[src/rtl/data_memory.sv]
// Single-port synchronous data RAM with a registered, write-through read port.
// The whole array and the read register clear asynchronously when rst_n is low.
module data_memory #(
  parameter int ADDR_WIDTH = 8,
  parameter int DATA_WIDTH = 8
) (
  input  logic                  clk,
  input  logic                  rst_n,
  input  logic [ADDR_WIDTH-1:0] adr,
  input  logic [DATA_WIDTH-1:0] datain,
  input  logic                  w,
  input  logic                  r,
  output logic [DATA_WIDTH-1:0] dataout
);

  localparam int DEPTH = 1 << ADDR_WIDTH;

  logic [DATA_WIDTH-1:0] mem_q [DEPTH];
  logic [DATA_WIDTH-1:0] dataout_d;
  logic [DATA_WIDTH-1:0] dataout_q;

  // Next read value: a simultaneous write forwards datain instead of the stale word.
  always_comb begin
    dataout_d = dataout_q;
    if (r) begin
      if (w) begin
        dataout_d = datain;
      end else begin
        dataout_d = mem_q[adr];
      end
    end else begin
      dataout_d = dataout_q;
    end
  end

  // Memory array: cleared on reset so no location ever reads X.
  always_ff @(posedge clk or negedge rst_n) begin
    if (!rst_n) begin
      for (int i = 0; i < DEPTH; i++) begin
        mem_q[i] <= '0;
      end
    end else if (w) begin
      mem_q[adr] <= datain;
    end
  end

  // Read data register.
  always_ff @(posedge clk or negedge rst_n) begin
    if (!rst_n) begin
      dataout_q <= '0;
    end else begin
      dataout_q <= dataout_d;
    end
  end

  assign dataout = dataout_q;

endmodule

[config.mk]
export PLATFORM = sky130hd
export DESIGN_NAME = data_memory
export DESIGN_NICKNAME = d
export VERILOG_FILES = /design/src/rtl/data_memory.sv
export SDC_FILE = /design/constraint.sdc
export NUM_CORES = 2
export LEC_CHECK = 0
export BUFFER_PORTS_ARGS = -buffer_cell sky130_fd_sc_hd__buf_2
export CAP_MARGIN = 0
export CORE_MARGIN = 2
export CORE_UTILIZATION = 48
export CTS_CLUSTER_SIZE = 30
export DETAILED_ROUTE_END_ITERATION = 16
export PLACE_DENSITY_LB_ADDON = 0.2
export REMOVE_ABC_BUFFERS = 1
export SYNTH_ARGS = -nofsm -noshare
export SYNTH_HDL_FRONTEND = slang
export SYNTH_SLANG_ARGS = --single-unit
[constraint.sdc]
create_clock -name clk -period 2.35 [get_ports clk]
set_input_delay 0.47 -clock clk [delete_from_list [all_inputs] [get_ports clk]]
set_output_delay 0.47 -clock clk [all_outputs]
set_load 0.01 [all_outputs]
==> metrics.md <==
| Metric | Value |
|---|---|
| CP Depth | 7 |
| Crit path DAT | 3220 ps |
| Clock latency on the worst-skew pair | 850 ps |
| Antenna viol nets, final | 0 |
| First-pass GRT wire length | 399000 um |
| CP startpoint kind | register |
| Simple-gate portion of the synthesized area | 1.87% |
| Drt via density | 6.03 |
| Cell chain of the critical path | mux4_2 > a22oi_2 > a21oi_1 > o41ai_4 > buf_4 > a41o_1 > a31oi_1 |
| Max Slew Vio Count | 0 |
| Number of flops mapped to enable cells by yosys | 0 |
| FF-to-FF setup slack | -160 ps |
| I/O pin cnt | 28 |
| Slew @ Worst Pin | 1110 ps |
| Die Y-Extent | 444 um |
| Syn Inst Count | 5807 |
| Crit path to | dataout[7] |
| Yosys top cell area share | 55.5% |
| H-tree depth | 4 |
| Clk root buf | clkbuf_16 |
| Clk buf depth | 3 |
| Router iterations before antenna repair | 5 |
| Setup TNS | -562 ps |
| Top cells by area, synth | dfrtp_1, mux2_2, mux4_2 |
| Number of global-route vias before repair | 59312 |
| Synth cell count leaders | dfrtp_1, mux2_2, mux4_2 |
| Post-synthesis sequential area ratio | 55.5% |
| Kind of path behind the tightest hold check | in -> reg |
| Final GP Congestion | 0.853 |
| Reg2Reg Launch Point | mem_q[399] |
| Drt initial violations | 3984 |
| Post-synth top area cell | dfrtp_1 |
| Final WS setup | -160 ps |
| Initial Utilization | 48.3% |
| Critical path type | reg -> reg |
| Top FF cell, synth | dfrtp_1 |
| Total core area | 192000 sq um |
| FMAX | 0.398 GHz |
| Critical-path top delay cell | o41ai_4 |
| RSZ-0062 raised after global routing | true |
| Xor/xnor share of the synthesized area | 0% |
| Top-count cell post-synth | dfrtp_1 |
| VDD IR max | 675 uV |
| Final clock skew | 42.2 ps |
| IO buf count | 27 |
| Final wirelength | 262000 um |
| Largest net degree at the start of global routing | 106 |
| Post-Syn Area | 92800 sq um |
| Yosys reg bits | 2056 |
| Worst path required time | 3060 ps |
| Fill count | 14698 |
| Max incr delay on CP | 610 ps |
| Total clock sinks | 2056 |
| GRT Total Usage | 27.1% |
| Ys Warns | 0 |
| Crit path buf inv count | 1 |
| Hpwl dp | 176000 um |
| Ys async rst share | 100% |
| Final hold violations | 0 |
| Critical path endpoint category | register |
| Yosys cell types | 37 |
| Maxcap violations | 0 |
| Crit path max-delay family | compound AO/OA/AOI/OAI gates |
| Area Overhead vs Synth | 21.5% |
| Post-synthesis mux area share | 38.2% |
| Worst setup startpoint | mem_q[399] |
| Min Clock Period, post-route | 2510 ps |
| Synth Area in Compound Gates | 2.49% |
| Hold Slack | 78.7 ps |
| Clock transition at the registers of the reported paths | 70 ps |
| Pwr Total | 80.5 mW |
| Status | finished with violations |
| # nets final | 6536 |
| Hold path startpoint | r |
| Final period util | 107% |
| DRC errors left | 0 |
| Initial antenna violation count | 9 |
| Die W | 444 um |
| CTS tree | done |
| Number of buffers created by CTS | 216 |
| Syn avg cell area | 16.0 sq um |
| # rows | 161 |
| Slew HR | 25.3% |
| Share of layout cells above drive strength 1 | 60.7% |
| Area share of fa/ha/maj cells after synthesis | 0% |
| Routed vias | 55554 |
| Die Footprint | 197000 sq um |
| Largest family of logic cells by synthesized area | multiplexers |
| Global route overflow | 0 |
| Violated checks | setup timing |
| Pwr Density | 714 nW/um^2 |
| Critical R2R Capture | dataout[7] |
| Final setup viols | 6 |
| Routed len/inst | 28.5 um |
| Leakage | 53.2 nW |
| CP max FO | 2 |
| Reg2Reg Depth | 7 |
flip-flops by register name, summed over array words and instances (netlist names):
register,flops
mem_q,2048
dataout,8
area by class of cell:
| class | count | area (sq um) | area share [%] |
|---|---|---|---|
| timing repair buffer | 941 | 10400 | 9.27 |
| sequential | 2056 | 51400 | 45.6 |
| tap | 2526 | 3160 | 2.80 |
| inverter | 1 | 3.75 | 0.00333 |
| clock inverter | 71 | 1120 | 0.990 |
| multi-input combinational | 3300 | 40300 | 35.7 |
| antenna | 2 | 5.00 | 0.00444 |
| clock buffer | 315 | 6270 | 5.56 |
routing by layer:
layer / part of all wire, % / global-route usage (%) / routed length, um
met1: 44 / 38.3 / 115000
met4: 3.5 / 9.08 / 9220
met2: 48 / 43.1 / 125000
met5: 0.019 / 0 / 51
met3: 4.9 / 4.20 / 12900
where the power goes:
group / switching [mW] / leakage (nW) / internal, mW / total (mW)
clock: 14.5 / 3.61 / 21.1 / 35.6
sequential: 0.869 / 28.3 / 37.1 / 38.0
combinational: 3.61 / 21.2 / 3.35 / 6.96
cells in the final DEF, fill, tap and decap left out, types with 11 or more instances in the layout:
master	instances
nand2_2	19
mux2_2	1999
dfrtp_1	2056
mux4_2	544
clkinv_2	29
clkbuf_1	54
a22oi_2	51
o41ai_4	11
nor2_1	105
a22oi_1	147
nand2_1	104
nor2_2	100
bufinv_16	24
buf_12	249
a21oi_1	60
buf_4	647
clkbuf_8	43
clkbuf_16	221
a21oi_2	29
buf_2	14
mux2_1	49
logic make-up after synthesis:
group | count (synthesis)
AOI/OAI and AO/OA | 335
buffers and inverters | 451
DFF | 2056
muxes | 2602
and+or+nand+nor | 363
what timing repair did:
| action | 4_1_cts | 5_1_grt |
|---|---|---|
| gates cloned | 2 | 1 |
| hold buffers | 3 | 0 |
| buffers inserted | 10 | 11 |
| endpoints found under the hold margin | 498 | 0 |
| pin swaps | 36 | 18 |
| setup endpoints to repair | 8 | 8 |
| resized for setup | 112 | 36 |
worst min path at each step:
stage / slack, ps / cells after the start / end
after global placement: 400 / 1 / mem_q[1936]
after floorplan: 170 / 0 / dataout[0]
after detailed placement: 390 / 1 / mem_q[1936]
after global routing: 50 / 2 / dataout[4]
final: 80 / 2 / dataout[0]
after CTS: 20 / 2 / dataout[0]
per-stage QoR:
step	area, sq um	utilization (%)	std cells	setup WS [ps]
4_1_cts	112000	58.5	9200	-103
2_1_floorplan	90900	-	5357	-4310
6_report	113000	58.7	9212	-160
5_1_grt	113000	58.7	9211	-255
3_3_place_gp	104000	54.2	8801	-2060
3_5_place_dp	104000	54.2	8801	-1860
No activity file was read; power rests on OpenSTA's default activity.
